===== src/rtl/hazard_stall_ctrl_if.sv =====
// Signals between the ID/EX/MEM pipeline and the hazard scheduler.
// The pipeline side is master; the scheduler is slave.
interface hazard_stall_ctrl_if #(
   parameter int WIDTH_T = 2
);
   logic               rs_used_ID;
   logic               rt_used_ID;
   logic [4:0]         addrRs_ID;
   logic [4:0]         addrRt_ID;
   logic [WIDTH_T-1:0] Tuse_rs_ID;
   logic [WIDTH_T-1:0] Tuse_rt_ID;
   logic [4:0]         regWriteAddr_EX;
   logic [WIDTH_T-1:0] Tnew_EX;
   logic [4:0]         regWriteAddr_MEM;
   logic [WIDTH_T-1:0] Tnew_MEM;
   logic               md_use_ID;
   logic               md_start_EX;
   logic               md_is_div_EX;
   logic               stall;
   logic               clr_EX;
   logic               md_busy;
   logic               md_done;
   logic               md_err;
   logic [31:0]        stall_cnt;

   modport master (
      output rs_used_ID, rt_used_ID, addrRs_ID, addrRt_ID, Tuse_rs_ID, Tuse_rt_ID,
             regWriteAddr_EX, Tnew_EX, regWriteAddr_MEM, Tnew_MEM,
             md_use_ID, md_start_EX, md_is_div_EX,
      input  stall, clr_EX, md_busy, md_done, md_err, stall_cnt
   );

   modport slave (
      input  rs_used_ID, rt_used_ID, addrRs_ID, addrRt_ID, Tuse_rs_ID, Tuse_rt_ID,
             regWriteAddr_EX, Tnew_EX, regWriteAddr_MEM, Tnew_MEM,
             md_use_ID, md_start_EX, md_is_div_EX,
      output stall, clr_EX, md_busy, md_done, md_err, stall_cnt
   );
endinterface


===== src/rtl/hazard_stall_ctrl.sv =====
// Tuse/Tnew hazard scheduler for the 5-stage MIPS core: stalls IF/ID, bubbles ID/EX,
// and sequences the shared multi-cycle HI/LO multiply/divide unit.
module hazard_stall_ctrl #(
   parameter int WIDTH_T  = 2,
   parameter int MULT_LAT = 5,
   parameter int DIV_LAT  = 10,
   parameter int CNT_W    = 4
) (
   input  logic               clk,
   input  logic               reset,
   hazard_stall_ctrl_if.slave bus
);

   typedef enum logic {
      IDLE = 1'b0,
      BUSY = 1'b1
   } md_state_e;

   localparam logic [CNT_W-1:0] MULT_LOAD = CNT_W'(MULT_LAT);
   localparam logic [CNT_W-1:0] DIV_LOAD  = CNT_W'(DIV_LAT);
   localparam logic [CNT_W-1:0] CNT_ONE   = CNT_W'(1);

   md_state_e        state, state_nxt;
   logic [CNT_W-1:0] cnt, cnt_nxt;
   logic             md_done_q, md_done_nxt;
   logic             md_err_q, md_err_nxt;
   logic [31:0]      stall_cnt_q;
   logic             stall_rs, stall_rt, stall_md, stall;

   // An operand stalls when its producer's result arrives later than the operand is consumed.
   function automatic logic operand_stall(
      input logic               used,
      input logic [4:0]         addr,
      input logic [WIDTH_T-1:0] tuse,
      input logic [4:0]         ex_addr,
      input logic [WIDTH_T-1:0] ex_tnew,
      input logic [4:0]         mem_addr,
      input logic [WIDTH_T-1:0] mem_tnew
   );
      return used && (addr != 5'd0) &&
             (((addr == ex_addr)  && (ex_tnew  > tuse)) ||
              ((addr == mem_addr) && (mem_tnew > tuse)));
   endfunction

   assign stall_rs = operand_stall(bus.rs_used_ID, bus.addrRs_ID, bus.Tuse_rs_ID,
                                   bus.regWriteAddr_EX, bus.Tnew_EX,
                                   bus.regWriteAddr_MEM, bus.Tnew_MEM);
   assign stall_rt = operand_stall(bus.rt_used_ID, bus.addrRt_ID, bus.Tuse_rt_ID,
                                   bus.regWriteAddr_EX, bus.Tnew_EX,
                                   bus.regWriteAddr_MEM, bus.Tnew_MEM);
   // A launch in EX already claims the unit this cycle, before md_busy rises.
   assign stall_md = bus.md_use_ID && ((state == BUSY) || bus.md_start_EX);
   assign stall    = stall_rs | stall_rt | stall_md;

   assign bus.stall     = stall;
   assign bus.clr_EX    = stall;
   assign bus.md_busy   = (state == BUSY);
   assign bus.md_done   = md_done_q;
   assign bus.md_err    = md_err_q;
   assign bus.stall_cnt = stall_cnt_q;

   always_comb begin
      // NOTE: every output of this block gets a default first, so no path can infer a latch.
      state_nxt   = state;
      cnt_nxt     = cnt;
      md_done_nxt = 1'b0;
      md_err_nxt  = md_err_q;
      unique case (state)
         IDLE: begin
            if (bus.md_start_EX) begin
               cnt_nxt   = bus.md_is_div_EX ? DIV_LOAD : MULT_LOAD;
               state_nxt = BUSY;
            end
         end
         BUSY: begin
            if (bus.md_start_EX) md_err_nxt = 1'b1;
            if (cnt == CNT_ONE) begin
               state_nxt   = IDLE;
               cnt_nxt     = '0;
               md_done_nxt = 1'b1;
            end else begin
               cnt_nxt = cnt - CNT_ONE;
            end
         end
      endcase
   end

   always_ff @(posedge clk or negedge reset) begin
      // NOTE: state registers use non-blocking assignments so all flops update together.
      if (!reset) begin
         state       <= IDLE;
         cnt         <= '0;
         md_done_q   <= 1'b0;
         md_err_q    <= 1'b0;
         stall_cnt_q <= '0;
      end else begin
         state     <= state_nxt;
         cnt       <= cnt_nxt;
         md_done_q <= md_done_nxt;
         md_err_q  <= md_err_nxt;
         if (stall && (stall_cnt_q != 32'hFFFF_FFFF)) stall_cnt_q <= stall_cnt_q + 32'd1;
      end
   end

endmodule


===== src/flat_wrapper.sv =====
// flat-port wrapper written by rule: the top's interface ports become plain ports
module hazard_stall_ctrl_flat 
#(
   parameter int WIDTH_T  = 2,
   parameter int MULT_LAT = 5,
   parameter int DIV_LAT  = 10,
   parameter int CNT_W    = 4
)
  (clk, reset, bus_rs_used_ID, bus_rt_used_ID, bus_addrRs_ID, bus_addrRt_ID, bus_Tuse_rs_ID, bus_Tuse_rt_ID, bus_regWriteAddr_EX, bus_Tnew_EX, bus_regWriteAddr_MEM, bus_Tnew_MEM, bus_md_use_ID, bus_md_start_EX, bus_md_is_div_EX, bus_stall, bus_clr_EX, bus_md_busy, bus_md_done, bus_md_err, bus_stall_cnt);
  hazard_stall_ctrl_if #(.WIDTH_T(WIDTH_T)) bus_i ();
  input  logic clk;
  input  logic reset;
  input wire logic [$bits(bus_i.rs_used_ID)-1:0] bus_rs_used_ID;
  input wire logic [$bits(bus_i.rt_used_ID)-1:0] bus_rt_used_ID;
  input wire logic [$bits(bus_i.addrRs_ID)-1:0] bus_addrRs_ID;
  input wire logic [$bits(bus_i.addrRt_ID)-1:0] bus_addrRt_ID;
  input wire logic [$bits(bus_i.Tuse_rs_ID)-1:0] bus_Tuse_rs_ID;
  input wire logic [$bits(bus_i.Tuse_rt_ID)-1:0] bus_Tuse_rt_ID;
  input wire logic [$bits(bus_i.regWriteAddr_EX)-1:0] bus_regWriteAddr_EX;
  input wire logic [$bits(bus_i.Tnew_EX)-1:0] bus_Tnew_EX;
  input wire logic [$bits(bus_i.regWriteAddr_MEM)-1:0] bus_regWriteAddr_MEM;
  input wire logic [$bits(bus_i.Tnew_MEM)-1:0] bus_Tnew_MEM;
  input wire logic [$bits(bus_i.md_use_ID)-1:0] bus_md_use_ID;
  input wire logic [$bits(bus_i.md_start_EX)-1:0] bus_md_start_EX;
  input wire logic [$bits(bus_i.md_is_div_EX)-1:0] bus_md_is_div_EX;
  output wire logic [$bits(bus_i.stall)-1:0] bus_stall;
  output wire logic [$bits(bus_i.clr_EX)-1:0] bus_clr_EX;
  output wire logic [$bits(bus_i.md_busy)-1:0] bus_md_busy;
  output wire logic [$bits(bus_i.md_done)-1:0] bus_md_done;
  output wire logic [$bits(bus_i.md_err)-1:0] bus_md_err;
  output wire logic [$bits(bus_i.stall_cnt)-1:0] bus_stall_cnt;
  assign bus_i.rs_used_ID = bus_rs_used_ID;
  assign bus_i.rt_used_ID = bus_rt_used_ID;
  assign bus_i.addrRs_ID = bus_addrRs_ID;
  assign bus_i.addrRt_ID = bus_addrRt_ID;
  assign bus_i.Tuse_rs_ID = bus_Tuse_rs_ID;
  assign bus_i.Tuse_rt_ID = bus_Tuse_rt_ID;
  assign bus_i.regWriteAddr_EX = bus_regWriteAddr_EX;
  assign bus_i.Tnew_EX = bus_Tnew_EX;
  assign bus_i.regWriteAddr_MEM = bus_regWriteAddr_MEM;
  assign bus_i.Tnew_MEM = bus_Tnew_MEM;
  assign bus_i.md_use_ID = bus_md_use_ID;
  assign bus_i.md_start_EX = bus_md_start_EX;
  assign bus_i.md_is_div_EX = bus_md_is_div_EX;
  assign bus_stall = bus_i.stall;
  assign bus_clr_EX = bus_i.clr_EX;
  assign bus_md_busy = bus_i.md_busy;
  assign bus_md_done = bus_i.md_done;
  assign bus_md_err = bus_i.md_err;
  assign bus_stall_cnt = bus_i.stall_cnt;
  hazard_stall_ctrl #(.WIDTH_T(WIDTH_T), .MULT_LAT(MULT_LAT), .DIV_LAT(DIV_LAT), .CNT_W(CNT_W)) u_core (.clk(clk), .reset(reset), .bus(bus_i));
endmodule

===== config.mk =====
export PLATFORM = sky130hd
export DESIGN_NAME = hazard_stall_ctrl_flat
export DESIGN_NICKNAME = d
export VERILOG_FILES = /design/src/rtl/hazard_stall_ctrl_if.sv /design/src/rtl/hazard_stall_ctrl.sv /design/src/flat_wrapper.sv
export SDC_FILE = /design/constraint.sdc
export NUM_CORES = 1
export LEC_CHECK = 0
export CAP_MARGIN = 15
export CORE_ASPECT_RATIO = 0.8
export CORE_UTILIZATION = 42
export DETAILED_ROUTE_END_ITERATION = 10
export GPL_TIMING_DRIVEN = 0
export PLACE_DENSITY = 0.83
export SYNTH_ARGS = -nofsm -noshare
export SYNTH_HDL_FRONTEND = slang
export SYNTH_SLANG_ARGS = --single-unit
export TNS_END_PERCENT = 5

===== constraint.sdc =====
create_clock -name clk -period 3 [get_ports clk]
set_clock_uncertainty 0.1 [all_clocks]
set_input_delay 0.9 -clock clk [delete_from_list [all_inputs] [get_ports clk]]
set_output_delay 0.9 -clock clk [all_outputs]
set_load 0.01 [all_outputs]

* Yosys cells after proc, flatten, opt, wreduce, memory -nomap -nowiden
Index checks and enable logic that the tools add are counted.
** Cells by class
- Bitwise operators :: 3
- Muxes and demuxes :: 9
- Add/sub/neg operators :: 2
- Equal/unequal tests :: 7
- Reduce and logical (&&, ||, !) cells :: 16
- Order comparisons :: 4
** Operators by type and width (number)
- 32-bit by 1-bit adder with 32-bit output, second input constant :: 1
- 32-bit inequality test, second input constant :: 1
- 5-bit equality test :: 4
- 4-bit two-way mux :: 3
- 1-bit logical AND :: 10
- 5-bit nonzero test :: 2
- 2-bit greater-than comparator :: 4
- 4-bit case mux with 2 select lines :: 1
- 4-bit by 1-bit equality test with 1-bit output, second input constant :: 1
- 1-bit two-way mux :: 4
- 4-bit by 1-bit subtractor with 4-bit output, second input constant :: 1
- 1-bit logical OR :: 3
- 2-bit inequality test, second input constant :: 1
- 1-bit bitwise OR :: 2
- 1-bit case mux with 2 select lines :: 1
- 2-bit AND reduction :: 1
- 1-bit inverter :: 1
** Word-level totals
- Word-level logic and storage cells :: 46
- Output and inout port bits :: 37
- Bits of input ports :: 35
- Register bits after elaboration :: 39

* Longest topological paths before layout
Gate-level depths: netlist (run 1).
- Depth in word-level cells :: 7
- Mapped depth :: 10
- Depth with buffers taken out :: 9

* Worst setup path before layout (run 1)
No wires, ideal clock.
- Kind :: input -> output
- Start :: in bus_Tuse_rt_ID[1]
- End :: out bus_stall
- Setup slack :: -0.185 ns
- Required time :: 2.000 ns
- Stages :: 8
- Arrival time :: 2.185 ns
- Path buffers :: 1
- Cells stage by stage :: inv_1 -> ha_1 -> nand2_1 -> nand4_1 -> nor4_1 -> o221ai_2 -> nand3_1 -> buf_4
** On the way
- Word-level cells in the longest chain between the ends :: 6
- Elaborated cells between the ends (all ways) :: 8
- Those cells by class :: order compare (2); bitwise (2); reduce/logical (4)
** RTL lines
- from (decl) :: line flat_wrapper.sv:18 : input wire logic [$bits(bus_i.Tuse_rt_ID)-1:0] bus_Tuse_rt_ID;
- 2-bit greater-than comparator, on equally long branches :: line hazard_stall_ctrl.sv:41, hazard_stall_ctrl.sv:42
- 1-bit logical AND, on equally long branches :: line hazard_stall_ctrl.sv:41, hazard_stall_ctrl.sv:42
- 1-bit logical OR (*) :: line hazard_stall_ctrl.sv:41 : (((addr == ex_addr) && (ex_tnew > tuse)) ||
- 1-bit logical AND (*) :: line hazard_stall_ctrl.sv:40 : return used && (addr != 5'd0) &&
- 1-bit bitwise OR (*) (2 in a row) :: line hazard_stall_ctrl.sv:53 : assign stall = stall_rs | stall_rt | stall_md;
- to (decl) :: line flat_wrapper.sv:26 : output wire logic [$bits(bus_i.stall)-1:0] bus_stall;
Mark *: on every way between the ends. The rest lies on a longest branch, timed or not.

* Worst setup path after layout (run 1)
- Start :: in bus_addrRs_ID[0]
- End :: out bus_stall
** On the way
- Word-level cells in the longest chain between the ends :: 6
- Elaborated cells between the ends (all ways) :: 10
- Those cells by class :: eq/ne (2); bitwise (2); reduce/logical (6)
** RTL lines
- from (decl) :: line flat_wrapper.sv:15 : input wire logic [$bits(bus_i.addrRs_ID)-1:0] bus_addrRs_ID;
- 5-bit equality test, on equally long branches :: line hazard_stall_ctrl.sv:41, hazard_stall_ctrl.sv:42
- 1-bit logical AND, on equally long branches :: line hazard_stall_ctrl.sv:41, hazard_stall_ctrl.sv:42
- 1-bit logical OR :: line hazard_stall_ctrl.sv:41
- 1-bit logical AND (*) :: line hazard_stall_ctrl.sv:40
- 1-bit bitwise OR (*) (2 in a row) :: line hazard_stall_ctrl.sv:53
Marked as above.

==> results of run 1 <==
-- through the flow --
step,TNS (ps),power (uW)
6_report,-803,1870
5_1_grt,-3030,1970
3_5_place_dp,-15700,1320
3_3_place_gp,-12850,1300
4_1_cts,-663,1850
2_1_floorplan,0,1040
-- worst max path at each step --
| stage | start | to | slack [ps] | cells past startpoint |
|---|---|---|---|---|
| 2_1_floorplan | bus_Tuse_rs_ID[1] | bus_stall | 2 | 7 |
| 3_3_place_gp | bus_Tnew_EX[1] | bus_stall | -1130 | 8 |
| 3_5_place_dp | bus_Tnew_EX[1] | bus_stall | -1190 | 8 |
| 4_1_cts | bus_Tuse_rs_ID[1] | bus_stall | -350 | 11 |
| 5_1_grt | bus_Tuse_rs_ID[1] | bus_stall | -400 | 11 |
| 6_report | bus_addrRs_ID[0] | bus_stall | -340 | 6 |
-- layout by cell type (no fill, tap or decap), types with 4 or more instances in the layout --
cell,count
dfrtp_1,39
a21oi_1,5
dlygate4sd2_1,11
clkdlybuf4s50_1,39
buf_4,7
nand3_1,12
clkbuf_8,5
clkdlybuf4s15_1,5
o21ai_0,4
and4_1,4
inv_1,11
and3_1,9
buf_2,9
nand2_1,12
nand4_1,18
xor2_1,9
nor4_4,4
clkdlybuf4s15_2,4
nor2_1,8
buf_6,7
ha_4,8
xnor2_1,39
-- metal layers --
metal | wire (um) | up-vias | track usage (%)
met1 | 2780 | 1006 | 28.7
met3 | 222 | 13 | 4.05
met2 | 2980 | 51 | 37.1
met4 | 109 | 0 | 8.75
li1 | - | 975 | -
met5 | 0 | - | 0
-- where the power goes --
group | switching [uW] | internal, uW | total (uW) | leakage [uW]
logic | 321 | 325 | 646 | 0.000866
clock network | 189 | 333 | 522 | 0.0000654
registers | 85.8 | 613 | 699 | 0.000508
total | 596 | 1270 | 1870 | 0.00144
-- cells by family (layout without fill, tap and decap cells) --
family                   Yosys count  count (layout)  synth area share, %
buffers and inverters             21             107                 4.22
AND/OR/NAND/NOR                   84              84                 21.2
XOR/XNOR                          51              51                 19.1
multiplexers                       4               4                 1.76
adder cells (fa/ha/maj)           11              11                 5.88
flip-flops                        39              39                 41.7
AO/OA/AOI/OAI                     19              19                 6.10
-- flip-flops by register name (all words and copies together), names as in the netlist --
register and count:
u_core.bus.md_done 1, u_core.bus.md_err 1, u_core.bus.md_busy 1, u_core.cnt 4, u_core.bus.stall_cnt 32
-- critical path, delay by kind of cell --
| kind | cells | cell delay, ps |
|---|---|---|
| AO/OA/AOI/OAI | 1 | 250 |
| buffers and inverters | 3 | 540 |
| AND/OR/NAND/NOR | 2 | 660 |
-- repair_timing --
action | 4_1_cts | 5_1_grt
buffers inserted | 5 | 3
pin swaps | 23 | 14
endpoints found under the setup margin | 32 | 25
gates resized for setup | 87 | 4
-- area by class of cell --
cell class	count	share of cell area (%)
tap	62	2.21
sequential	39	27.8
clock buffer	6	2.07
clock inverter	2	1.71
buffer	6	1.32
timing repair buffer	78	20.5
multi-input combinational	169	42.7
inverter	15	1.75
==> metrics, run 1 <==
DR vias/cell=5.42; GR Overflow Total=0; ant diodes=0; global-route wire length before repair=9780 um; vias post-DR=2045; relative slew slack=42.5%; Worst EP arrival=~2300 ps; slowest CP cell=or4_4; antenna viol nets, final=0; total iterations of the first detailed-routing run=4; # port buffers=70; Worst-Margin Slew=roughly 860 ps; Synth Instances=229; H-tree depth=2; largest net degree at the start of global routing=40; worst skew pair latency=290 ps; clock sink count=39; Initial Util=45.2%; max incr delay on CP=~540 ps; Pleak=0.00144 uW; peak supply drop=352 uV; post-synth top area cell=dfrtp_1; Layout Cells excl Fill=377; most frequent cells after synthesis=dfrtp_1, xnor2_1, nand4_1; drt drc=0; hold wc startpoint=u_core.bus.md_err; register area=around 980 um^2; total CTS buffers=5; DIE WIDTH=85.4 um; GRT Total Usage=22.0%; failing checks=negative setup slack; P&R area growth vs syn=50.1%; area of the core=just over 0.005 mm^2; Layout fillers=377; placed inst area=approximately 0.0032 mm^2; worst setup margin=-344 ps; r2r startpoint=u_core.bus.stall_cnt[12]; top post-synthesis cells by area=dfrtp_1, xnor2_1, ha_1; Power Dens Cells=around 530 mW/mm^2; Placed Instances=361; worst r2r path cells=8; CP Class=in2out; cts hold-fix bufs=0; Root Buffer=clkbuf_8; crit path time final=3340 ps; Tcrit/Tclk final=111%; vias in the first global route=between 1500 and 2000; Yosys warnings=0; crit-path cells=clkdlybuf4s15_1 -> or4_4 -> o221ai_4 -> nand3_4 -> buf_6 -> buf_6; crit end category=output pin; Syn Area/Cell=10.2 um^2; synthesized flop and latch total=39; layout cells sized above 1=21.0%; Die Y=a little under 70 um; hpwl dp=4560 um; RSZ-0062 raised after global routing=true; Worst Hold Class=reg2reg; WHS=between 300 and 400 ps; final-report setup violation count=10; Crit path top cell by count=buf_6; status=complete, but fails checks; Hold Path Stages=1; pre-CTS WS=-1190 ps; gp weighted congestion=around 0.93; Clock Path Buffers=2; CP max FO=3; clock slew at reported path FFs=70 ps; Netlist Area Pre-Place=0.00234 mm^2; drt total wl=6100 um; EDFF count, synth=0; R2R Setup Slk=670 ps; First DRT Iteration DRCs=133; Seq/Total Area, Yosys=41.7%; initial antenna violation count=0; Synth top area share=41.7%; DIE AREA=0.00588 mm^2; CP Data Required Time=2000 ps; CTS tree=done; R2R Path End=u_core.bus.stall_cnt[14]; utilization after layout=between 60% and 70%; ys flop type=dfrtp_1; Final Hold Fails=0; row count=23; Avg WL per Cell=16.2 um; max-slew violations=0; maxcap violations=0; Worst Hold Endpoint=u_core.bus.md_err; area of the multi-input gates=0.00150 mm^2; IO Pins=72; Synth Net Count=275; Async SR Flop Fraction=100%; Final Cell Area=between 0.003 and 0.004 mm^2; synth unique cells=37; nets=360; CP startpoint kind=primary input; fmax=0.299 GHz
(Power assumes the default switching activity.)
==> run 2: changes to the inputs <==
Settings changed: GPL_ROUTABILITY_DRIVEN set to 0.
==> results of run 2 <==
The final DEF is identical to that of run 1; final timing and power are the same.
==> run 3: changes to the inputs <==
Settings changed: CORE_MARGIN set to 10.
==> metrics, run 3 (synthesis results as in run 1) <==
RSZ-0062 raised after global routing=true; fmax=0.307 GHz; hpwl dp=4910 um; GRT Total Usage=14.0%; final-report setup violation count=2; total CTS buffers=5; DIE WIDTH=103 um; layout cells sized above 1=a little under a quarter; row count=24; Worst EP arrival=~2300 ps; CP Data Required Time=2000 ps; total iterations of the first detailed-routing run=4; placed inst area=0.00325 mm^2; register area=976 um^2; drt total wl=6230 um; vias post-DR=1947; clock sink count=39; DIE AREA=0.00897 mm^2; worst r2r path cells=9; GR Overflow Total=0; R2R Setup Slk=670 ps; initial antenna violation count=0; IO Pins=72; crit path time final=3250 ps; vias in the first global route=1968; Pleak=0.00144 uW; Die Y=86.8 um; maxcap violations=0; # port buffers=70; CTS tree=done; R2R Path End=u_core.bus.stall_cnt[14]; Tcrit/Tclk final=108%; r2r startpoint=u_core.bus.stall_cnt[0]; max FFs per register=32; crit end category=output pin; First DRT Iteration DRCs=71; crit path to=bus_stall; H-tree depth=2; total power=1680 uW; Final Cell Area=0.00350 mm^2; Layout Cells excl Fill=391; commonest cells after routing, fill and taps aside=clkdlybuf4s50_1, dfrtp_1, xnor2_1, nand4_1, nand3_1; peak supply drop=about 410 uV; antenna viol nets, final=0; Root Buffer=clkbuf_8; ant diodes=0; Crit. Startpoint=bus_addrRs_ID[4]; Clock Path Buffers=2; Fin Setup TNS=-451 ps; CP startpoint kind=primary input; area of the core=0.00544 mm^2; CP max FO=3; nets=358; worst setup margin=-255 ps; Worst-Margin Slew=838 ps; Final Hold Fails=0; CP Class=in2out; status=complete, but fails checks; relative slew slack=44.1%; max-slew violations=0; failing checks=negative setup slack; Placed Instances=roughly 380; Initial Util=43.0%; cts hold-fix bufs=0; Layout fillers=443; Avg WL per Cell=15.9 um; global-route wire length before repair=10000 um; worst skew pair latency=between 200 and 300 ps; P&R area growth vs syn=49.6%; clock slew at reported path FFs=70 ps; WHS=362 ps; area of the multi-input gates=around 0.0015 mm^2; largest net degree at the start of global routing=40; DR vias/cell=4.98; Power Dens Cells=479 mW/mm^2; Worst Hold Class=reg2reg; drt drc=0
[run 3: repair_timing]
action                                 CTS  global route
endpoints found under the hold margin    0             0
setup endpoints to repair               30            12
resized for setup                       98            22
pin swaps                               23            21
buffers inserted                         4             2
[run 3: area by class of cell]
| cell class | instances | area share (%) |
|---|---|---|
| Buffer | 6 | 1.32 |
| Tap cell | 78 | 2.79 |
| Inverter | 15 | 1.97 |
| Clock buffer | 7 | 2.18 |
| Multi-Input combinational cell | 169 | 42.9 |
| Timing Repair Buffer | 76 | 20.8 |
| Clock inverter | 1 | 0.143 |
| Sequential cell | 39 | 27.9 |
[run 3: how the worst min path moves through the flow]
stage | startpoint | end | slack [ps] | cells after the start
floorplan | u_core.bus.md_err | u_core.bus.md_err | 390 | 1
global placement | u_core.bus.md_err | u_core.bus.md_err | 340 | 1
detailed placement | u_core.bus.md_err | u_core.bus.md_err | 350 | 1
CTS | u_core.bus.md_err | u_core.bus.md_err | 370 | 1
global route | u_core.bus.md_err | u_core.bus.md_err | 400 | 1
finish | u_core.bus.md_err | u_core.bus.md_err | 360 | 1
[run 3: where the power goes]
part | leakage (uW) | switching, uW | internal [uW]
clock network | 0.0000422 | 171 | 163
registers | 0.000508 | 83.0 | 613
logic | 0.000894 | 321 | 327
[run 3: metal layers]
| metal | up-vias | part of all wire [%] | track usage (%) | wire length (um) |
|---|---|---|---|---|
| li1 | 973 | - | - | - |
| met4 | 0 | 0.82 | 3.78 | 51 |
| met2 | 38 | 49 | 22.6 | 3050 |
| met5 | - | 0 | 0 | 0 |
| met3 | 5 | 6.0 | 3.74 | 372 |
| met1 | 931 | 44 | 18.1 | 2760 |
[run 3: worst max-delay path, cell delays in order]
cell,delay (ps)
buf_2,130
or4_4,560
o221ai_4,240
nand3_2,150
buf_6,170
buf_6,110
[run 3: per-stage QoR]
| step | utilization [%] | worst slack (ps) |
|---|---|---|
| 4_1_cts | 63.2 | -303 |
| 5_1_grt | 64.4 | -293 |
| 6_report | 64.4 | -255 |
| 3_5_place_dp | 59.7 | -1150 |
| 3_3_place_gp | 59.8 | -1130 |
| 2_1_floorplan | - | 2.38 |
==> RTL edit 1: new RTL, flow settings as in run 1 <==
`WIDTH_T` is set to 2 in 3 places; all go to 4.
--- a/src/rtl/hazard_stall_ctrl_if.sv
+++ b/src/rtl/hazard_stall_ctrl_if.sv
@@ -1,7 +1,7 @@
 // Signals between the ID/EX/MEM pipeline and the hazard scheduler.
 // The pipeline side is master; the scheduler is slave.
 interface hazard_stall_ctrl_if #(
-   parameter int WIDTH_T = 2
+   parameter int WIDTH_T = 4
 );
    logic               rs_used_ID;
    logic               rt_used_ID;
--- a/src/rtl/hazard_stall_ctrl.sv
+++ b/src/rtl/hazard_stall_ctrl.sv
@@ -1,7 +1,7 @@
 // Tuse/Tnew hazard scheduler for the 5-stage MIPS core: stalls IF/ID, bubbles ID/EX,
 // and sequences the shared multi-cycle HI/LO multiply/divide unit.
 module hazard_stall_ctrl #(
-   parameter int WIDTH_T  = 2,
+   parameter int WIDTH_T  = 4,
    parameter int MULT_LAT = 5,
    parameter int DIV_LAT  = 10,
    parameter int CNT_W    = 4
--- a/src/flat_wrapper.sv
+++ b/src/flat_wrapper.sv
@@ -1,7 +1,7 @@
 // flat-port wrapper written by rule: the top's interface ports become plain ports
 module hazard_stall_ctrl_flat 
 #(
-   parameter int WIDTH_T  = 2,
+   parameter int WIDTH_T  = 4,
    parameter int MULT_LAT = 5,
    parameter int DIV_LAT  = 10,
    parameter int CNT_W    = 4
Interface: changed (resized bus_Tnew_EX, bus_Tnew_MEM, bus_Tuse_rs_ID and bus_Tuse_rt_ID); port bits go from 72 to 80. No check against the original RTL was run, so the function may have changed too.
==> RTL edit 1 against run 1 <==
  * The flow still finishes with violations (setup timing)
  * Sequential cell count stayed put
  * Area after synthesis up 12%
  * Cell count is 18% higher
  * Cell area rose by 10%
  * Worst setup slack lost 0.19 ns
  * Non-clock buffer count increased by 6
  * Power rose by 7.9%
  * Critical path depth rose by 6
  * Wire length is 16% higher
  * Die area is 12% higher
  * Count of clock-buffer cells in the layout unchanged
  * Largest power group unchanged
==> RTL edit 1: results (changes against run 1) <==
qor: status.outcome complete, but fails checks
qor: drt.wire_length_on_met2 3330 um [+12%]
qor: power.switching_power 653 uW [+9.7%]
qor: place.port_buffers 78 [+11%]
qor: yosys.synth_xor_xnor_area_share 0.171 [-0.0203]
qor: setup_path.cp.arrival 2.53 ns [+0.19 ns]
qor: global_route.grt_use_met2 0.366 [-0.00459]
qor: yosys.post_synth_main_area_contributors dfrtp_1 37%, xor2_1 12%, ha_1 9.1%
qor: timing.relSlewSlack 0.422 [-0.00317]
qor: status.failing_checks setup timing
qor: drt.routed-wl-met3 406 um [+83%]
qor: yosys.synth_commonest_cells 39 x dfrtp_1, 37 x xor2_1, 19 x ha_1, 18 x nor3_1, 17 x nand3_1
qor: setup_path.crit_fanout 2 [-1]
qor: global_route.grt.met1_usage 0.308 [+0.0214]
qor: timing.setup_slack -0.530 ns [-0.186 ns]
qor: cells_and_area.nNetsFinal 425 [+18%]
qor: global_route.grt_pass1_wl 11,700 um [+19%]
qor: yosys.synthAdderAreaFrac 0.0908 [+0.0320]
qor: setup_path.critPathLaunch bus_Tuse_rt_ID[2]
qor: place.dp.final_hpwl 5020 um [+10%]
qor: place.globalplace.congestion 0.885 [-4.3%]
qor: setup_path.worst_path_dominant_cell_family compound AO/OA/AOI/OAI gates
qor: cells_and_area.n_fill_cell 480 [+27%]
qor: setup_path.worst_path_largest_cell_delay 0.27 ns [-0.27 ns]
qor: global_route.grtUsageMet3 0.0427 [+0.00223]
qor: power.vdd_drop_max 0.499 mV [+42%]
qor: yosys.share_of_synthesized_area_spent_on_multiplexers 0.0158 [-0.00187]
qor: die.fp.coreArea 5970 um^2 [+15%]
qor: yosys.synthesis.area_per_instance 9.52 um^2 [-6.8%]
qor: yosys.synth_compound_area_frac 0.0669 [+0.00596]
qor: power.power.static_leakage 0.00168 uW [+17%]
qor: drt.wl_per_cell 15.9 um [-1.6%]
qor: drt.detail_route.iter0.violations 165 [+24%]
qor: setup_path.r2r_cells 7 [-1]
qor: clock_tree.ctsResizeCount 113 [+30%]
qor: global_route.first_global_vias 2,418 [+22%]
qor: yosys.synth.distinct_cells 42 [+14%]
qor: timing.setup_viol 2 [-8]
==> RTL edit 1: final cells by class <==
type / instances / area [um^2] / share of cell area
clock inverter: 2 / 60.1 / 0.0155
multi-input combinational: 211 / 1760 / 0.455
sequential: 39 / 976 / 0.252
clock buffer: 6 / 72.6 / 0.0187
buffer: 9 / 72.6 / 0.0187
inverter: 16 / 62.6 / 0.0161
tap: 81 / 101 / 0.0262
timing repair buffer: 81 / 766 / 0.198
==> RTL edit 1: metrics by stage <==
step           worst slack (ns)  hold WS, ns  utilization  area [um^2]
6_report                 -0.530        0.359        0.649         3870
5_1_grt                  -0.583        0.408        0.649         3870
4_1_cts                  -0.498        0.362        0.643         3840
3_5_place_dp              -1.43        0.344        0.587         3500
3_3_place_gp              -1.43        0.340        0.587         3510
2_1_floorplan            -0.302        0.393            -         2630
==> RTL edit 1: worst max-delay path by stage <==
stage / to
3_3_place_gp: bus_stall
3_5_place_dp: bus_stall
5_1_grt: bus_stall
2_1_floorplan: bus_stall
6_report: bus_stall
4_1_cts: bus_stall
==> RTL edit 2: new RTL, settings of run 1 <==
Made on the original files. Make the reset (`reset`) synchronous in one clocked block.
--- a/src/rtl/hazard_stall_ctrl.sv
+++ b/src/rtl/hazard_stall_ctrl.sv
@@ -85,7 +85,7 @@
       endcase
    end
 
-   always_ff @(posedge clk or negedge reset) begin
+   always_ff @(posedge clk) begin
       // NOTE: state registers use non-blocking assignments so all flops update together.
       if (!reset) begin
          state       <= IDLE;
Check against the original RTL: differs if reset is asserted again (counterexample within 4 cycles, from zero or initial values and one cycle with reset low); with reset held inactive, the same outputs for 10 cycles.
==> RTL edit 2 against run 1 <==
  * The run still ends with setup timing left
  * Area after synthesis increased by 5.6%
  * Cell area unchanged
  * Core utilization down 4.6 points
  * Global-route usage rose by 2.5 points
  * Critical endpoint unchanged
  * Sequential cell count did not move
  * Sequential share of layout area is 5.6 points lower
  * Worst setup slack gained 0.023 ns
  * Wire length up 20%
  * Largest cell class unchanged
Power is not compared: it rests on default switching activity, and its combinational part moved more than twofold at a synthesized area within 25%.
==> RTL edit 2: results (changes against run 1) <==
qor: status.outcome complete, but fails checks
qor: status.failing_checks setup timing
qor: clock_tree.max-clock-path-buffers 2 [unchanged]
qor: cells_and_area.largest_reg_flops 32 [unchanged]
qor: setup_path.worst_path_largest_cell_delay 0.27 ns [-0.27 ns]
qor: place.dp_slack -1.36 ns [-0.169 ns]
qor: global_route.grt_pass1_wl 11,800 um [+21%]
qor: setup_path.crit_fanout 3 [unchanged]
qor: timing.max_freq 0.301 GHz [+0.69%]
qor: timing.setup_viol 2 [-8]
qor: place.place.detailed.instances 456 [+26%]
qor: cells_and_area.nNetsFinal 436 [+21%]
qor: yosys.synth.distinct_cells 49 [+32%]
qor: drt.routed_wl 7300 um [+20%]
qor: yosys.syn_inst_count 307 [+34%]
qor: setup_path.worst_path_dominant_cell_family compound AO/OA/AOI/OAI gates
qor: power.power.static_leakage 0.00121 uW
qor: yosys.mappedNetlistNets 353 [+28%]
qor: clock_tree.cts-htree-levels 2 [unchanged]
qor: drt.drt_first_pass_iters 4 [unchanged]
qor: clock_tree.cts_inserted_buffers 5 [unchanged]
qor: global_route.grt_max_degree 12 [-70%]
qor: timing.setup_slack -0.321 ns [+0.0229 ns]
qor: place.dp.final_hpwl 5310 um [+17%]
qor: cells_and_area.antenna_cells_inserted 0 [unchanged]
qor: clock_tree.clk_transition_reported_paths 0.07 ns [about the same]
qor: place.port_buffers 71 [+1.4%]
qor: clock_tree.insertion_delay 0.29 ns [about the same]
qor: clock_tree.cts-root-buf clkbuf_8
qor: timing.tightestPinTransition 0.567 ns [-0.295 ns]
qor: yosys.postSynth.asyncResetShare 0 [-1.00]
qor: worst_hold_path.type_of_the_most_critical_hold_path reg2reg
qor: place.globalplace.congestion 0.880 [-4.9%]
qor: yosys.synthesis.yosys.warnings 0 [unchanged]
qor: global_route.grt_use_total 0.245 [+0.0247]
qor: global_route.antenna_violations_before_repair 0 [unchanged]
qor: cells_and_area.post_layout_nonfiller_instances 469 [+24%]
qor: yosys.synth_commonest_cells 39 x dfxtp_1, 34 x nand2_1, 25 x a21oi_1, 17 x xnor2_1
qor: drt.routed-via-count 2,676 [+31%]
qor: yosys.post_synth_main_area_contributors dfxtp_1 32%, xnor2_1 6.0%, ha_1 5.6%
qor: global_route.first_global_vias 2,393 [+21%]
qor: yosys.synth_sequential_area_ratio 0.316 [-0.101]
qor: power.vdd_drop_max 0.233 mV
qor: setup_path.slowest_stage or2_4
qor: drt.detail_route.iter0.violations 185 [+39%]
qor: cells_and_area.layout_cells_sized_above_1 0.184 [-0.0254]
qor: setup_path.cp.arrival 2.32 ns [-0.02 ns]
-- RTL edit 2: cell count changes in the layout (fill, tap and decap cells not counted), moves of 7 or more --
cell | before | now
a21oi_1 | 5 | 24
dfrtp_1 | 39 | 0
dfxtp_1 | 0 | 39
mux2i_1 | 3 | 10
nand2_1 | 12 | 31
nand2b_1 | 0 | 8
o21ai_0 | 4 | 13
or3_1 | 1 | 14
or4_1 | 0 | 7
xnor2_1 | 39 | 16
-- RTL edit 2: cell families (layout without fill, tap and decap cells) --
kind of cell | count (synthesis) | count (layout) | synth area share
AO/OA/AOI/OAI | 65 | 65 | 0.162
XOR/XNOR | 21 | 21 | 0.0744
adder cells (fa/ha/maj) | 11 | 11 | 0.0557
buffers and inverters | 27 | 111 | 0.0521
flip-flops | 39 | 39 | 0.316
multiplexers | 11 | 11 | 0.0451
AND/OR/NAND/NOR | 133 | 133 | 0.295
-- RTL edit 2: area by class of cell --
class                   count  area, um^2
fillers                   487        2040
multi-input cells         241        1720
flip-flops and latches     39         781
repair buffers             76         683
well taps                  78        97.6
clock buffers               7        76.3
plain buffers              12        76.3
inverters                  15        71.3
clock inverters             1        5.00
-- RTL edit 2: repair_timing --
action	4_1_cts	5_1_grt
hold buffers	0	0
gates resized for setup	111	9
pin swaps	28	7
endpoints found under the setup margin	30	2
gates cloned	0	0
buffers inserted	4	1
-- RTL edit 2: power breakdown --
group          leakage (uW)  internal, uW  switching [uW]
logic              0.000854           129             135
registers          0.000316           529            11.2
clock network     0.0000422           163             187
total               0.00121           821             333
-- RTL edit 2: per-layer routing --
metal,vias up,global-route usage,share of wire
met5,-,0,0
met2,111,0.395,0.49
li1,1287,-,-
met1,1268,0.341,0.44
met4,0,0.0729,0.013
met3,10,0.0327,0.062
-- RTL edit 2: final timing paths --
| kind | start | end | slack, ns | depth (start not counted) |
|---|---|---|---|---|
| max | bus_Tuse_rs_ID[1] | bus_stall | -0.32 | 10 |
| min reg2reg | u_core.bus.md_err$_SDFFE_PN0P_ | u_core.bus.md_err$_SDFFE_PN0P_ | 0.38 | 2 |
| min | u_core.bus.md_err$_SDFFE_PN0P_ | u_core.bus.md_err$_SDFFE_PN0P_ | 0.38 | 2 |
| max reg2reg | u_core.bus.stall_cnt[0]$_SDFFE_PN0P_ | u_core.bus.stall_cnt[2]$_SDFFE_PN0P_ | 0.46 | 10 |
-- RTL edit 2: stage by stage --
step                      hold WS (ns)  setup TNS, ns  area, um^2  power, uW   util
final                            0.378         -0.564        3510       1150  0.632
after global routing             0.409         -0.660        3510       1210  0.632
after CTS                        0.390         -0.513        3480       1140  0.627
after detailed placement         0.359         -17.38        3320        789  0.598
after global placement           0.358         -16.38        3320        781  0.598
after floorplan                  0.398         -0.105        2510        677      -
